`src/rtl/mem_access_pkg.sv`:
```
// Shared definitions for the MEM pipeline stage: opcodes, operation codes,
// bus widths, constants and the FSM state encoding.
package mem_access_pkg;

  localparam int DATA_W      = 32;
  localparam int REG_ADDR_W  = 5;
  localparam int OPCODE_W    = 7;
  localparam int OPT_W       = 5;
  localparam int STALL_W     = 6;
  localparam int STALL_EXMEM = 3;  // stall bit that freezes the EX/MEM register

  localparam logic              ENABLE    = 1'b1;
  localparam logic              DISABLE   = 1'b0;
  localparam logic [DATA_W-1:0] ZERO_WORD = '0;
  localparam logic [STALL_W-1:0] NO_STOP  = '0;

  localparam logic [OPCODE_W-1:0] OP_LOAD  = 7'b0000011;
  localparam logic [OPCODE_W-1:0] OP_STORE = 7'b0100011;

  localparam logic [OPT_W-1:0] OPT_NOP = 5'h00;
  localparam logic [OPT_W-1:0] OPT_LB  = 5'h01;
  localparam logic [OPT_W-1:0] OPT_LH  = 5'h02;
  localparam logic [OPT_W-1:0] OPT_LW  = 5'h03;
  localparam logic [OPT_W-1:0] OPT_LBU = 5'h04;
  localparam logic [OPT_W-1:0] OPT_LHU = 5'h05;
  localparam logic [OPT_W-1:0] OPT_SB  = 5'h06;
  localparam logic [OPT_W-1:0] OPT_SH  = 5'h07;
  localparam logic [OPT_W-1:0] OPT_SW  = 5'h08;
  localparam logic [OPT_W-1:0] OPT_ADD = 5'h09;

  typedef enum logic [1:0] {
    ST_IDLE  = 2'd0,
    ST_LOAD  = 2'd1,
    ST_STORE = 2'd2,
    ST_DONE  = 2'd3
  } state_e;

  // Number of bytes moved by a memory operation; 0 for anything else.
  function automatic logic [2:0] opt_bytes(input logic [OPT_W-1:0] opt);
    case (opt)
      OPT_LB, OPT_LBU, OPT_SB: return 3'd1;
      OPT_LH, OPT_LHU, OPT_SH: return 3'd2;
      OPT_LW, OPT_SW:          return 3'd4;
      default:                 return 3'd0;
    endcase
  endfunction

  function automatic logic is_load_opt(input logic [OPT_W-1:0] opt);
    return (opt == OPT_LB) || (opt == OPT_LH) || (opt == OPT_LW) ||
           (opt == OPT_LBU) || (opt == OPT_LHU);
  endfunction

  function automatic logic is_store_opt(input logic [OPT_W-1:0] opt);
    return (opt == OPT_SB) || (opt == OPT_SH) || (opt == OPT_SW);
  endfunction

endpackage

```
`src/rtl/mem_access_if.sv`:
```
// Byte-wide synchronous RAM port. The MEM stage is the master; the RAM
// returns read data one cycle after the address is presented.
interface mem_access_if #(
  parameter int ADDR_W = 32
);
  logic [ADDR_W-1:0] mem_a;
  logic [7:0]        mem_dout;
  logic              mem_wr;
  logic [7:0]        mem_din;

  modport master (output mem_a, output mem_dout, output mem_wr, input  mem_din);
  modport slave  (input  mem_a, input  mem_dout, input  mem_wr, output mem_din);
endinterface

```
`src/rtl/mem_access_load_ext.sv`:
```
// Little-endian assembly of load bytes plus sign/zero extension. The last
// byte always comes straight from the RAM read port.
module mem_access_load_ext
  import mem_access_pkg::*;
(
  input  logic [OPT_W-1:0]  i_opt,
  input  logic [7:0]        i_b0,
  input  logic [7:0]        i_b1,
  input  logic [7:0]        i_b2,
  input  logic [7:0]        i_din,
  output logic [DATA_W-1:0] o_word
);

  // Select the byte lanes for the access size and extend to a full word.
  always_comb begin
    // NOTE: every combinational output gets a default first so no path can infer a latch.
    o_word = ZERO_WORD;
    case (i_opt)
      OPT_LB:  o_word = {{24{i_din[7]}}, i_din};
      OPT_LBU: o_word = {24'h000000, i_din};
      OPT_LH:  o_word = {{16{i_din[7]}}, i_din, i_b0};
      OPT_LHU: o_word = {16'h0000, i_din, i_b0};
      OPT_LW:  o_word = {i_din, i_b2, i_b1, i_b0};
      default: o_word = ZERO_WORD;
    endcase
  end

endmodule

```
`src/rtl/mem_access.sv`:
```
// MEM pipeline stage: byte-serial loads and stores over an 8-bit synchronous
// RAM port, stall request while an access is in flight, MEM/WB drive.
module mem_access
  import mem_access_pkg::*;
#(
  parameter int ADDR_W = 32
)(
  input  logic                  clk,
  input  logic                  rst,
  input  logic [OPCODE_W-1:0]   mem_opcode,
  input  logic [OPT_W-1:0]      mem_opt,
  input  logic                  mem_we,
  input  logic [REG_ADDR_W-1:0] mem_waddr,
  input  logic [DATA_W-1:0]     mem_alu,
  input  logic [DATA_W-1:0]     mem_rdata2,
  input  logic [STALL_W-1:0]    stall,
  mem_access_if.master          ram,
  output logic                  stallreq,
  output logic                  wb_we,
  output logic [REG_ADDR_W-1:0] wb_waddr,
  output logic [DATA_W-1:0]     wb_wdata
);

  state_e      r_state;
  logic [2:0]  r_cnt;
  logic [7:0]  r_b0, r_b1, r_b2;
  logic [31:0] r_res;

  logic              w_is_load, w_is_store, w_hold;
  logic              w_load_last, w_store_last;
  logic [2:0]        w_nbytes;
  logic [ADDR_W-1:0] w_base, w_addr;
  logic [7:0]        w_store_byte;
  logic [31:0]       w_load_word;
  logic              w_unused_stall;

  logic [ADDR_W-1:0]     w_mem_a;
  logic [7:0]            w_mem_dout;
  logic                  w_mem_wr, w_stallreq, w_wb_we;
  logic [REG_ADDR_W-1:0] w_wb_waddr;
  logic [DATA_W-1:0]     w_wb_wdata;

  // Unknown opt codes under a LOAD/STORE opcode fall through as plain ALU results.
  assign w_is_load    = (mem_opcode == OP_LOAD)  && is_load_opt(mem_opt);
  assign w_is_store   = (mem_opcode == OP_STORE) && is_store_opt(mem_opt);
  assign w_nbytes     = opt_bytes(mem_opt);
  assign w_hold       = stall[STALL_EXMEM];
  assign w_unused_stall = ^{stall[5:4], stall[2:0]};

  // Byte address wraps naturally at ADDR_W bits.
  assign w_base       = ADDR_W'(mem_alu);
  assign w_addr       = w_base + ADDR_W'(r_cnt);
  assign w_load_last  = (r_cnt == w_nbytes);
  assign w_store_last = (r_cnt == (w_nbytes - 3'd1));

  // Store data lane for the byte currently being written.
  always_comb begin
    w_store_byte = 8'h00;
    case (r_cnt[1:0])
      2'd0: w_store_byte = mem_rdata2[7:0];
      2'd1: w_store_byte = mem_rdata2[15:8];
      2'd2: w_store_byte = mem_rdata2[23:16];
      2'd3: w_store_byte = mem_rdata2[31:24];
      default: w_store_byte = 8'h00;
    endcase
  end

  mem_access_load_ext u_load_ext (
    .i_opt  (mem_opt),
    .i_b0   (r_b0),
    .i_b1   (r_b1),
    .i_b2   (r_b2),
    .i_din  (ram.mem_din),
    .o_word (w_load_word)
  );

  // Access sequencer: byte counter, captured load bytes and held result.
  always_ff @(posedge clk) begin
    // NOTE: state registers use non-blocking assignments so every flop samples pre-edge values.
    if (rst) begin
      r_state <= ST_IDLE;
      r_cnt   <= 3'd0;
      r_res   <= ZERO_WORD;
      r_b0    <= 8'h00;
      r_b1    <= 8'h00;
      r_b2    <= 8'h00;
    end else begin
      case (r_state)
        ST_IDLE: begin
          if (w_is_load) begin
            r_state <= ST_LOAD;
            r_cnt   <= 3'd1;
          end else if (w_is_store) begin
            if (w_store_last) begin
              // Single-byte store finishes in the cycle it is seen.
              if (w_hold) begin
                r_state <= ST_DONE;
                r_res   <= mem_alu;
              end
            end else begin
              r_state <= ST_STORE;
              r_cnt   <= 3'd1;
            end
          end
        end
        ST_LOAD: begin
          if (!w_load_last) begin
            case (r_cnt)
              3'd1:    r_b0 <= ram.mem_din;
              3'd2:    r_b1 <= ram.mem_din;
              3'd3:    r_b2 <= ram.mem_din;
              default: ;
            endcase
            r_cnt <= r_cnt + 3'd1;
          end else begin
            r_cnt <= 3'd0;
            if (w_hold) begin
              r_state <= ST_DONE;
              r_res   <= w_load_word;
            end else begin
              r_state <= ST_IDLE;
            end
          end
        end
        ST_STORE: begin
          if (w_store_last) begin
            r_cnt <= 3'd0;
            if (w_hold) begin
              r_state <= ST_DONE;
              r_res   <= mem_alu;
            end else begin
              r_state <= ST_IDLE;
            end
          end else begin
            r_cnt <= r_cnt + 3'd1;
          end
        end
        ST_DONE: begin
          if (!w_hold) r_state <= ST_IDLE;
        end
        default: r_state <= ST_IDLE;
      endcase
    end
  end

  // RAM port, stall request and MEM/WB drive; everything is forced low in reset.
  always_comb begin
    w_mem_a    = '0;
    w_mem_dout = 8'h00;
    w_mem_wr   = DISABLE;
    w_stallreq = DISABLE;
    w_wb_we    = DISABLE;
    w_wb_waddr = '0;
    w_wb_wdata = ZERO_WORD;
    if (!rst) begin
      case (r_state)
        ST_IDLE: begin
          if (w_is_load) begin
            w_mem_a    = w_addr;
            w_stallreq = ENABLE;
            w_wb_waddr = mem_waddr;
          end else if (w_is_store) begin
            w_mem_a    = w_addr;
            w_mem_dout = w_store_byte;
            w_mem_wr   = ENABLE;
            w_stallreq = !w_store_last;
            w_wb_we    = mem_we;
            w_wb_waddr = mem_waddr;
            w_wb_wdata = mem_alu;
          end else begin
            w_wb_we    = mem_we;
            w_wb_waddr = mem_waddr;
            w_wb_wdata = mem_alu;
          end
        end
        ST_LOAD: begin
          w_wb_waddr = mem_waddr;
          if (!w_load_last) begin
            w_mem_a    = w_addr;
            w_stallreq = ENABLE;
          end else begin
            w_wb_we    = mem_we;
            w_wb_wdata = w_load_word;
          end
        end
        ST_STORE: begin
          w_mem_a    = w_addr;
          w_mem_dout = w_store_byte;
          w_mem_wr   = ENABLE;
          w_stallreq = !w_store_last;
          w_wb_we    = mem_we;
          w_wb_waddr = mem_waddr;
          w_wb_wdata = mem_alu;
        end
        ST_DONE: begin
          w_wb_we    = mem_we;
          w_wb_waddr = mem_waddr;
          w_wb_wdata = r_res;
        end
        default: ;
      endcase
    end
  end

  assign ram.mem_a    = w_mem_a;
  assign ram.mem_dout = w_mem_dout;
  assign ram.mem_wr   = w_mem_wr;
  assign stallreq     = w_stallreq;
  assign wb_we        = w_wb_we;
  assign wb_waddr     = w_wb_waddr;
  assign wb_wdata     = w_wb_wdata;

endmodule
```
`src/flat_wrapper.sv`:
```
// flat-port wrapper written by rule: the top's interface ports become plain ports
module mem_access_flat import mem_access_pkg::*;
#(
  parameter int ADDR_W = 32
)
  (clk, rst, mem_opcode, mem_opt, mem_we, mem_waddr, mem_alu, mem_rdata2, stall, stallreq, wb_we, wb_waddr, wb_wdata, ram_mem_a, ram_mem_dout, ram_mem_wr, ram_mem_din);
  mem_access_if #(.ADDR_W(ADDR_W)) ram_i ();
  input  logic clk;
  input  logic rst;
  input  logic [OPCODE_W-1:0] mem_opcode;
  input  logic [OPT_W-1:0] mem_opt;
  input  logic mem_we;
  input  logic [REG_ADDR_W-1:0] mem_waddr;
  input  logic [DATA_W-1:0] mem_alu;
  input  logic [DATA_W-1:0] mem_rdata2;
  input  logic [STALL_W-1:0] stall;
  output logic stallreq;
  output logic wb_we;
  output logic [REG_ADDR_W-1:0] wb_waddr;
  output logic [DATA_W-1:0] wb_wdata;
  output wire logic [$bits(ram_i.mem_a)-1:0] ram_mem_a;
  output wire logic [$bits(ram_i.mem_dout)-1:0] ram_mem_dout;
  output wire logic [$bits(ram_i.mem_wr)-1:0] ram_mem_wr;
  input wire logic [$bits(ram_i.mem_din)-1:0] ram_mem_din;
  assign ram_mem_a = ram_i.mem_a;
  assign ram_mem_dout = ram_i.mem_dout;
  assign ram_mem_wr = ram_i.mem_wr;
  assign ram_i.mem_din = ram_mem_din;
  mem_access #(.ADDR_W(ADDR_W)) u_core (.clk(clk), .rst(rst), .mem_opcode(mem_opcode), .mem_opt(mem_opt), .mem_we(mem_we), .mem_waddr(mem_waddr), .mem_alu(mem_alu), .mem_rdata2(mem_rdata2), .stall(stall), .ram(ram_i), .stallreq(stallreq), .wb_we(wb_we), .wb_waddr(wb_waddr), .wb_wdata(wb_wdata));
endmodule
```
`config.mk`:
```
export PLATFORM = sky130hd
export DESIGN_NAME = mem_access_flat
export DESIGN_NICKNAME = d
export VERILOG_FILES = /design/src/rtl/mem_access_pkg.sv /design/src/rtl/mem_access_if.sv /design/src/rtl/mem_access_load_ext.sv /design/src/rtl/mem_access.sv /design/src/flat_wrapper.sv
export SDC_FILE = /design/constraint.sdc
export NUM_CORES = 1
export LEC_CHECK = 0
export BUFFER_PORTS_ARGS = -buffer_cell sky130_fd_sc_hd__buf_2
export CAP_MARGIN = 40
export CORE_MARGIN = 2
export CORE_UTILIZATION = 40
export CTS_BUF_LIST = sky130_fd_sc_hd__clkbuf_8
export CTS_CLUSTER_DIAMETER = 40
export CTS_CLUSTER_SIZE = 12
export DETAILED_ROUTE_END_ITERATION = 6
export GPL_ROUTABILITY_DRIVEN = 0
export PLACE_DENSITY_LB_ADDON = 0.15
export SYNTH_ARGS = -nofsm -noshare
export SYNTH_HDL_FRONTEND = slang
export SYNTH_SLANG_ARGS = --single-unit
```
`constraint.sdc`:
```
create_clock -name clk -period 5.87 [get_ports clk]
set_input_delay 1.4675 -clock clk [delete_from_list [all_inputs] [get_ports clk]]
set_output_delay 1.4675 -clock clk [all_outputs]
set_load 0.03 [all_outputs]
```
==> impl_metrics.py <==
metrics = {
    "status": {
        "status": "finished with violations",
        "violations": "DRC",
    },
    "critical_path": {
        "crit_start": "mem_opt[4]",
        "reg2reg_to": "u_core.r_res[30]",
        "crit-reg2reg-launch": "u_core.r_state[1]",
        "critical_path_class": "input pin to output pin",
        "crit_path_start_kind": "input pin",
        "required_ps": 4400,
        "r2r_slack_ps": 2950,
        "rr_worst_depth": 8,
        "end_kind": "output pin",
        "arrival_ps": 4090,
        "cp_max_fo": 22,
    },
    "synth": {
        "synth-seq-cells": 61,
        "ys_types": 67,
        "syn_nets": 827,
        "synth_edf_count": 0,
        "async_flop_share_pct": 0,
        "dominantRegCellSynth": "dfxtp_1",
        "synth_seq_area_share_pct": 21.4,
        "syn-cell-area_mm2": 0.00570,
        "ys_warn_count": 0,
        "synthCells": 716,
        "synth.avg_cell_area_um2": 7.96,
    },
    "cells_and_area": {
        "layout-area-overhead-vs-synth_pct": 19.8,
        "nets": 960,
        "diodes": 0,
        "design_area_mm2": 0.00683,
        "fillCellCount": 1364,
        "final_layout_size_suffix_gt1_share_pct": 30.1,
        "final_util_pct": 49.2,
        "stdcell_count": 1033,
    },
    "drt": {
        "postRouteAntennaNets": 0,
        "drt-wirelength-per-cell_um": 19.0,
        "routed_wl_um": 19700,
        "vias_per_cell": 5.99,
        "num_vias": 6192,
        "drt_iter0_markers": 657,
        "first_pass_iters": 7,
        "drc": 4,
    },
    "pwr": {
        "p_leak_nw": 2.87,
        "ir_drop_mv": 0.0887,
        "total_power_mw": 0.998,
        "power_density_mw_per_mm2": 146,
    },
    "timing": {
        "relSlewSlack_pct": 45.0,
        "slew_viol_final": 0,
        "skew_ps": 8.05,
        "rsz0062_at_grt": "no",
        "worst_pin_slew_ps": 825,
        "period_share_pct": 94.6,
        "min_period_ps": 5550,
        "fin_worst_hold_slack_ps": 490,
        "final.setup.tns_ps": 0,
        "fmax_mhz": 180,
        "hold_viol": 0,
        "finalSetupViolCount": 0,
        "setup_ws_ps": 317,
    },
    "clock_tree": {
        "cts_made_buffers": 9,
        "root_buffer": "clkbuf_8",
        "cts_max_level": 3,
        "clockBufferDepth": 2,
        "cts-resized-gates": 0,
        "hold_buffers": 0,
        "cts.sinks": 61,
        "clk-insertion-delay-late_ps": 350,
        "post_cts_buffers": 0,
        "clk_pin_slew_ps": 70,
        "cts_tree": "done",
    },
    "grt": {
        "grtUsageMet3_pct": 3.69,
        "antenna_found_initial": 0,
        "use_met1_pct": 34.9,
        "first_global_vias": 5848,
        "met2_usage_pct": 40.9,
        "grt_max_degree": 58,
        "busiest_layer": "met2",
        "grt_pass1_wl_um": 30300,
        "grt.total_usage_pct": 25.3,
        "gr-total-overflow": 0,
    },
    "floorplan": {
        "ioPinCount": 178,
        "rows": 43,
        "die_height_um": 123,
        "dieArea_mm2": 0.0152,
        "die_x_um": 123,
        "coreArea_mm2": 0.0139,
        "start_util_pct": 41.1,
    },
    "place": {
        "post_dp_cell_area_mm2": 0.00665,
        "numPortBuffers": 172,
        "dp.final_hpwl_um": 14100,
        "dp_slack_ps": 363,
        "dpl.cell_count": 1018,
    },
    "min_path": {
        "min_from": "u_core.r_res[5]",
        "hold_end": "u_core.r_res[5]",
        "hold_depth": 2,
        "hold_path.class": "flop to flop",
    },
    "flow_run": {
        "maxCapViolations": 0,
    },
}
-- logic make-up (layout without fill, tap and decap cells) --
| family | after synthesis | after routing | share of synthesized area, % |
|---|---|---|---|
| compound gates | 188 | 188 | 26.1 |
| xor+xnor | 32 | 32 | 4.92 |
| fa+ha+maj | 13 | 13 | 2.99 |
| buf+inv | 84 | 221 | 6.43 |
| flops | 61 | 61 | 21.4 |
| mux | 69 | 69 | 14.1 |
| simple gates | 269 | 269 | 24.0 |
-- routing by layer --
metal	wire length, um	vias to the layer above
li1	-	2922
met1	8990	3019
met2	9300	231
met3	1150	20
met4	229	0
met5	0	-
-- flip-flops by register name, indices dropped and copies added, names as in the netlist --
name and cells:
u_core.r_b0 8, u_core.r_b1 8, u_core.r_b2 8, u_core.r_cnt 3, u_core.r_res 32, u_core.r_state 2
-- power breakdown --
group / leakage, nW / internal (mW) / switching (mW)
Combinational: 2.28 / 0.0760 / 0.140
Sequential: 0.491 / 0.414 / 0.000521
Clock: 0.0960 / 0.190 / 0.177
Total: 2.87 / 0.680 / 0.318
-- how the worst max path moves through the flow --
stage,slack [ps],endpoint
floorplan,510,ram_mem_dout[7]
global placement,390,ram_mem_a[15]
detailed placement,360,ram_mem_a[12]
CTS,360,ram_mem_a[12]
global route,180,ram_mem_a[19]
finish,320,ram_mem_a[20]
-- synthesized netlist by cell type (4+ instances only) --
master / n / share of area, %
nor2_1: 108 / 7.1
dfxtp_1: 61 / 21
a21oi_1: 55 / 4.8
clkbuf_1: 51 / 3.4
mux2i_1: 44 / 7.7
a222oi_1: 40 / 7.0
nor2b_1: 35 / 3.8
nand3_1: 32 / 2.8
o2bb2ai_1: 32 / 4.9
mux2_4: 22 / 5.8
nand2_1: 20 / 1.3
xor2_1: 19 / 2.9
nand2b_1: 15 / 1.6
inv_1: 13 / 0.86
xnor2_1: 13 / 2.0
ha_1: 12 / 2.6
buf_2: 11 / 0.97
o211ai_1: 11 / 1.4
or2_2: 11 / 1.2
nor3_1: 9 / 0.79
a22o_1: 8 / 1.2
a31oi_1: 7 / 0.77
and3_1: 7 / 0.77
nand4_1: 7 / 0.77
o21ai_0: 7 / 0.61
buf_6: 5 / 0.99
nor4b_1: 5 / 0.77
o211a_1: 4 / 0.70
-- worst max-delay path, cell delays in order --
cell	delay, ps
buf_2	160
or2_2	370
nor4b_1	500
and2_1	260
nand2_1	140
a311o_1	620
buf_12	260
nor2_1	100
buf_2	200
-- layout by cell type, fill, tap and decap left out, types with 4 or more instances in the layout --
master     synthesis  layout
buf_2             11     172
inv_1             13      14
or2_2             11      11
xnor2_1           13      13
nor3_1             9       9
o21ai_0            7       7
buf_4              0      18
o2bb2ai_1         32      32
nand2_1           20      20
clkbuf_8           0       9
a22o_1             8       8
o211ai_1          11      11
a31oi_1            7       7
a21oi_1           55      55
nor2b_1           35      35
a222oi_1          40      40
nor4b_1            5       4
dfxtp_1           61      61
and3_1             7       7
nand3_1           32      32
nor2_1           108     107
mux2_4            22      22
ha_1              12      11
nand4_1            7       7
mux2i_1           44      44
nand2b_1          15      15
xor2_1            19      19
o211a_1            4       4
-- final cells by class --
cell class,count,area [um^2],area share [%]
multi-input combinational,571,4120,60.4
sequential,61,1220,17.9
timing repair buffer,192,1030,15.0
tap,180,225,3.30
clock buffer,9,124,1.81
clock inverter,6,56.3,0.824
inverter,14,52.6,0.769
No activity file was read; power rests on OpenSTA's default activity.
